==> src/rtl/seq_alu_pkg.sv <==
// Shared definitions for the sequential ALU: command encodings, FSM states, counter sizing.
// Define SEQ_ALU_DIV_EN to build the restoring divider; otherwise cmd 11 returns 0 with dbz set.
package seq_alu_pkg;

    typedef enum logic [1:0] {
        CMD_ADD = 2'b00,
        CMD_SUB = 2'b01,
        CMD_MUL = 2'b10,
        CMD_DIV = 2'b11
    } cmd_e;

    typedef enum logic [2:0] {
        S_IDLE,
        S_ARITH,
        S_ITER,
        S_DONE,
        S_WAIT_REL
    } state_e;

`ifdef SEQ_ALU_DIV_EN
    localparam bit DIV_EN = 1'b1;
`else
    localparam bit DIV_EN = 1'b0;
`endif

    // Bits needed to count iteration steps 0..w-1.
    function automatic int cnt_width(input int w);
        return (w > 2) ? $clog2(w) : 1;
    endfunction

endpackage

==> src/rtl/seq_alu_iter.sv <==
// W-step iterative datapath: shift-add multiply and, with SEQ_ALU_DIV_EN, restoring divide.
// Operands load on start_i; done_o pulses one cycle after the last step with res_o stable.
module seq_alu_iter
    import seq_alu_pkg::*;
#(
    parameter int W = 8
) (
    input  logic           clk_i,
    input  logic           rst_i,
    input  logic           start_i,
    input  logic           mode_i,
    input  logic [W-1:0]   a_i,
    input  logic [W-1:0]   b_i,
    output logic           done_o,
    output logic [2*W-1:0] res_o
);

    localparam int CW = cnt_width(W);

    logic [CW-1:0]  cnt_q;
    logic           run_q;
    logic           done_q;
    logic           mode_q;
    logic [2*W-1:0] prod_q;
    logic [2*W-1:0] mcand_q;
    logic [W-1:0]   mplier_q;
    logic [2*W-1:0] prod_d;

    always_comb begin
        prod_d = mplier_q[0] ? (prod_q + mcand_q) : prod_q;
    end

`ifdef SEQ_ALU_DIV_EN
    logic [W-1:0] rem_q;
    logic [W-1:0] quot_q;
    logic [W-1:0] dvsr_q;
    logic [W:0]   shifted_d;
    logic         fits_d;
    logic [W-1:0] rem_d;

    // Restoring step: bring in the next dividend bit, subtract the divisor if it fits.
    // A zero divisor always fits, which yields an all-ones quotient and remainder == dividend.
    always_comb begin
        shifted_d = {rem_q, quot_q[W-1]};
        fits_d    = (shifted_d >= {1'b0, dvsr_q});
        rem_d     = fits_d ? W'(shifted_d - {1'b0, dvsr_q}) : shifted_d[W-1:0];
    end

    always_ff @(posedge clk_i) begin
        if (rst_i) begin
            rem_q  <= '0;
            quot_q <= '0;
            dvsr_q <= '0;
        end else if (start_i) begin
            rem_q  <= '0;
            quot_q <= a_i;
            dvsr_q <= b_i;
        end else if (run_q) begin
            rem_q  <= rem_d;
            quot_q <= {quot_q[W-2:0], fits_d};
        end
    end

    assign res_o = mode_q ? {rem_q, quot_q} : prod_q;
`else
    assign res_o = mode_q ? '0 : prod_q;
`endif

    always_ff @(posedge clk_i) begin
        if (rst_i) begin
            cnt_q    <= '0;
            run_q    <= 1'b0;
            done_q   <= 1'b0;
            mode_q   <= 1'b0;
            prod_q   <= '0;
            mcand_q  <= '0;
            mplier_q <= '0;
        end else begin
            done_q <= 1'b0;
            if (start_i) begin
                cnt_q    <= '0;
                run_q    <= 1'b1;
                mode_q   <= mode_i;
                prod_q   <= '0;
                mcand_q  <= {{W{1'b0}}, a_i};
                mplier_q <= b_i;
            end else if (run_q) begin
                prod_q   <= prod_d;
                mcand_q  <= {mcand_q[2*W-2:0], 1'b0};
                mplier_q <= {1'b0, mplier_q[W-1:1]};
                cnt_q    <= cnt_q + 1'b1;
                if (cnt_q == CW'(W - 1)) begin
                    run_q  <= 1'b0;
                    done_q <= 1'b1;
                end
            end
        end
    end

    assign done_o = done_q;

endmodule

==> src/rtl/seq_alu_hs.sv <==
// Multi-cycle ALU with a 4-phase req/ack handshake; add/sub in 2 cycles, mul/div in W+2.
// One ack per req-high period; inputs ignored after capture. SEQ_ALU_DIV_EN enables the divider.
module seq_alu_hs
    import seq_alu_pkg::*;
#(
    parameter int W = 8
) (
    input  logic           clk,
    input  logic           rst,
    input  logic           req,
    input  logic [1:0]     cmd,
    input  logic [W-1:0]   op1,
    input  logic [W-1:0]   op2,
    input  logic           cin,
    output logic           ack,
    output logic           busy,
    output logic [2*W-1:0] alu_out,
    output logic           carry,
    output logic           dbz
);

    state_e         state_q;
    cmd_e           cmd_q;
    logic [W-1:0]   a_q;
    logic [W-1:0]   b_q;
    logic           cin_q;
    logic           ack_q;
    logic           busy_q;
    logic [2*W-1:0] alu_out_q;
    logic           carry_q;
    logic           dbz_q;

    logic           iter_start;
    logic           iter_done;
    logic [2*W-1:0] iter_res;
    logic [W:0]     sum_d;
    logic [W:0]     diff_d;
    logic [2*W-1:0] arith_res_d;
    logic           arith_carry_d;
    logic           arith_dbz_d;

    assign iter_start = (state_q == S_IDLE) && req &&
                        ((cmd == CMD_MUL) || (DIV_EN && (cmd == CMD_DIV)));

    always_comb begin
        sum_d         = {1'b0, a_q} + {1'b0, b_q} + {{W{1'b0}}, cin_q};
        diff_d        = {1'b0, a_q} - {1'b0, b_q} - {{W{1'b0}}, cin_q};
        arith_res_d   = '0;
        arith_carry_d = 1'b0;
        arith_dbz_d   = 1'b0;
        case (cmd_q)
            CMD_ADD: begin
                arith_res_d   = {{(W-1){1'b0}}, sum_d};
                arith_carry_d = sum_d[W];
            end
            CMD_SUB: begin
                arith_res_d   = {{(W-1){diff_d[W]}}, diff_d};
                arith_carry_d = diff_d[W];
            end
            // Only a divide reaches here, and only when no divider is built.
            default: arith_dbz_d = 1'b1;
        endcase
    end

    seq_alu_iter #(.W(W)) u_iter (
        .clk_i   (clk),
        .rst_i   (rst),
        .start_i (iter_start),
        .mode_i  (cmd[0]),
        .a_i     (op1),
        .b_i     (op2),
        .done_o  (iter_done),
        .res_o   (iter_res)
    );

    always_ff @(posedge clk) begin
        if (rst) begin
            state_q   <= S_IDLE;
            cmd_q     <= CMD_ADD;
            a_q       <= '0;
            b_q       <= '0;
            cin_q     <= 1'b0;
            ack_q     <= 1'b0;
            busy_q    <= 1'b0;
            alu_out_q <= '0;
            carry_q   <= 1'b0;
            dbz_q     <= 1'b0;
        end else begin
            case (state_q)
                S_IDLE: begin
                    if (req) begin
                        cmd_q   <= cmd_e'(cmd);
                        a_q     <= op1;
                        b_q     <= op2;
                        cin_q   <= cin;
                        busy_q  <= 1'b1;
                        state_q <= iter_start ? S_ITER : S_ARITH;
                    end
                end
                S_ARITH: begin
                    alu_out_q <= arith_res_d;
                    carry_q   <= arith_carry_d;
                    dbz_q     <= arith_dbz_d;
                    ack_q     <= 1'b1;
                    busy_q    <= 1'b0;
                    state_q   <= S_DONE;
                end
                S_ITER: begin
                    if (iter_done) begin
                        alu_out_q <= iter_res;
                        carry_q   <= 1'b0;
                        dbz_q     <= (cmd_q == CMD_DIV) && (b_q == '0);
                        ack_q     <= 1'b1;
                        busy_q    <= 1'b0;
                        state_q   <= S_DONE;
                    end
                end
                S_DONE: begin
                    ack_q   <= 1'b0;
                    state_q <= req ? S_WAIT_REL : S_IDLE;
                end
                S_WAIT_REL: begin
                    if (!req) begin
                        state_q <= S_IDLE;
                    end
                end
                default: state_q <= S_IDLE;
            endcase
        end
    end

    assign ack     = ack_q;
    assign busy    = busy_q;
    assign alu_out = alu_out_q;
    assign carry   = carry_q;
    assign dbz     = dbz_q;

endmodule

==> config.mk <==
export PLATFORM = sky130hd
export DESIGN_NAME = seq_alu_hs
export DESIGN_NICKNAME = d
export VERILOG_FILES = /design/src/rtl/seq_alu_pkg.sv /design/src/rtl/seq_alu_iter.sv /design/src/rtl/seq_alu_hs.sv
export SDC_FILE = /design/constraint.sdc
export NUM_CORES = 1
export LEC_CHECK = 0
export ABC_AREA = 0
export ABC_CLOCK_PERIOD_IN_PS = 5450
export CORE_MARGIN = 4
export CORE_UTILIZATION = 45
export DETAILED_ROUTE_END_ITERATION = 10
export PLACE_DENSITY = 0.7
export SLEW_MARGIN = 20
export SYNTH_ARGS = -nofsm -noshare
export SYNTH_HDL_FRONTEND = slang
export SYNTH_HIERARCHICAL = 1
export SYNTH_SLANG_ARGS = --single-unit
==> constraint.sdc <==
create_clock -name clk -period 5.45 [get_ports clk]
set_input_delay 1.09 -clock clk [delete_from_list [all_inputs] [get_ports clk]]
set_output_delay 1.09 -clock clk [all_outputs]
set_load 0.01 [all_outputs]
==> impl_metrics.ini <==
[sta]
clock.fmax_mhz = 292
min_period_over_period = 0.628
final_max_slew_viol_count = 0
worst_pin_slew_ns = 0.743
rsz0062_at_grt = no
finalHoldViolations = 0
finalClockSkew_ns = 0.00838
fin_setup_tns_ns = 0
max-slew-margin-rel = 0.503
fin_crit_ns = 3.42
setup_viol = 0

[placed_design]
numPortBuffers = 41
hpwl_um = 9530
gp_congestion = 0.874

[flow_run]
drv_cap = 0

[global_route]
antenna_found_initial = 0
grt_overflow = 0
grt_max_degree = 51
grtUsageMet1 = 0.260
grt.busiest_layer = met2
grtUsageTotal = 0.192
use_met3 = 0.0363
grt_pass1_vias = 4365
grt_pass1_wl_um = 21000
met2_usage = 0.309

[clocking]
cts_setup_buffers = 0
postCtsResizedCells = 0
hold_buffers = 0
htreeDepth = 3
cts_root_buf = clkbuf_16
clk_pin_slew_ns = 0.07
cts_sinks = 88
cts_buffers = 9
cts.path.max_buffers = 2
tritoncts = built
clock_latency_ns = 0.34

[setup_path]
cp.required_ns = 5.66
crit_family = simple AND/OR/NAND/NOR gates
arrival_ns = 3.63
cp-start-kind = input pin
end_kind = flip-flop
critPathKind = input pin to flip-flop
critPathMaxFanout = 25
worstPathCellList = clkdlybuf4s50_1 -> nand3b_1 -> nor3b_2 -> or2_2 -> nor2_1 -> a21oi_1 -> o311ai_0
crit_slowest_cell = clkdlybuf4s50_1
slowest_delay_ns = 0.55
path_buf_inv = 1

[synthesis]
synthMostInstantiatedCell = a21oi_1
synth_ff_type = dfxtp_1
async_flop_share = 0
synth_edf_count = 0
ys_warn_count = 6
synth_top_area_frac = 0.332
yosys-top-cells-count = 91 x a21oi_1, 88 x dfxtp_1, 81 x nand2_1, 71 x nor2_1, 38 x ha_1
synth_area_leader_cell = dfxtp_1
netlist_area_mm2 = 0.00531
synth_seq_cells = 88
synth_cell_types = 64
syn-num-nets = 729
synthCells = 664
ys_top_cells_by_area = dfxtp_1 33%, ha_1 9.0%, a21oi_1 8.6%, nand2_1 5.7%, mux2i_1 5.3%
ys_seq_area_frac = 0.332
syn_avg_cell_area_um2 = 8.00

[cells_and_area]
final_layout_size_suffix_gt1_frac = 0.0564
syn_to_final_growth_pct = 14.8
utilization = 0.531
diodes = 0
fin_nets = 751

[pwr]
p_per_area_mw_per_mm2 = 283
p_comb_frac = 0.218
ir_worst_vdd_mv = 0.139
switching_share = 0.287
seq_power_share = 0.415
internal_power_mw = 1.23
clkPwrFrac = 0.367
p_sw_mw = 0.495
p_leak_nw = 2.38

[drt]
routed_wirelength_um = 12800
route.detailed.drc = 0
via_per_inst = 5.67
drtIter0Drc = 356
num_vias = 4731
dr.pass1.iters = 5
wl_per_cell_um = 15.4
postRouteAntennaNets = 0

[floorplan]
design.die.area_mm2 = 0.0136
initial_core_util = 0.463
rows = 39
core_area_mm2 = 0.0115
die_w_um = 117
die_y_um = 117
io_pins = 42

[outcome]
status = finished clean

[hold_path]
hold_class = flip-flop to flip-flop
## registers in the layout, indices dropped and copies added (netlist names), 2 cells and up
register and flops:
state_q 3, u_iter/mplier_q 8, alu_out 16, u_iter/cnt_q 3
u_iter/mcand_q 16, cmd_q 2, b_q 8, u_iter/prod_q 16
a_q 8
## stage by stage
stage               area, um2  std cells  hold slack (ns)  setup slack [ns]  power [mW]
floorplan                5310        664            0.445              2.90       0.983
global placement         5780        818            0.458              1.76        1.10
detailed placement       5780        818            0.468              1.69        1.10
CTS                      6090        834            0.476              2.05        1.73
global route             6090        834            0.514              1.70        1.81
finish                   6090        834            0.476              2.03        1.72
## cell families (layout without fill, tap and decap cells)
| kind of cell | after synthesis | after routing | share of synthesized area |
|---|---|---|---|
| flops | 88 | 88 | 0.332 |
| simple gates | 240 | 240 | 0.216 |
| mux | 29 | 29 | 0.0570 |
| fa+ha+maj | 43 | 43 | 0.108 |
| xor+xnor | 16 | 16 | 0.0264 |
| compound gates | 180 | 180 | 0.205 |
| buf+inv | 68 | 95 | 0.0549 |
## area by class of cell
type	instances	area [um2]
Tap cell	143	179
Sequential cell	88	1760
Multi-Input combinational cell	508	3270
Timing Repair Buffer	47	455
Fill cell	1047	5370
Inverter	32	120
Clock inverter	4	52.6
Clock buffer	12	256
## worst min-delay path: cells and delay by family (launching register included)
kind | cells | cell delay (ns)
AND/OR/NAND/NOR | 1 | 0.06
AO/OA/AOI/OAI | 1 | 0.05
flip-flops | 1 | 0.32
## final timing paths
path / from / end / slack [ns] / cells after the start
max: req / u_iter/prod_q[9]$_SDFFE_PP0P_ / 2.03 / 7
min: a_q[5]$_SDFFE_PP0P_ / a_q[5]$_SDFFE_PP0P_ / 0.48 / 2
max reg2reg: state_q[0]$_SDFFE_PP0P_ / u_iter/prod_q[9]$_SDFFE_PP0P_ / 2.78 / 7
min reg2reg: a_q[5]$_SDFFE_PP0P_ / a_q[5]$_SDFFE_PP0P_ / 0.48 / 2
## power groups by stage
stage                     Combinational [mW]  Clock (mW)  Sequential (mW)
after CTS                              0.376       0.642            0.716
after global placement                 0.369           0            0.728
after global routing                   0.418       0.670            0.722
final                                  0.376       0.632            0.716
after detailed placement               0.373           0            0.730
after floorplan                        0.256           0            0.727
## metal layers
layer,vias up,share of wire
li1,2371,-
met3,26,0.044
met1,2220,0.46
met5,-,0
met2,114,0.47
met4,0,0.023
## cell usage in the layout, fill, tap and decap left out, types with 6 or more instances in the layout
master,synthesis,routed
a21oi_1,91,91
dfxtp_1,88,88
nand2_1,81,81
nor2_1,71,71
clkdlybuf4s50_1,0,41
ha_1,38,38
inv_1,32,32
o21ai_0,29,29
mux2i_1,28,28
nor2b_1,22,22
xnor2_1,15,15
nor3_1,10,10
nand3_1,9,9
clkbuf_16,0,9
a211oi_1,8,8
a21o_1,6,6
and2_1,6,6
buf_4,2,6
No activity file was read; power rests on OpenSTA's default activity.
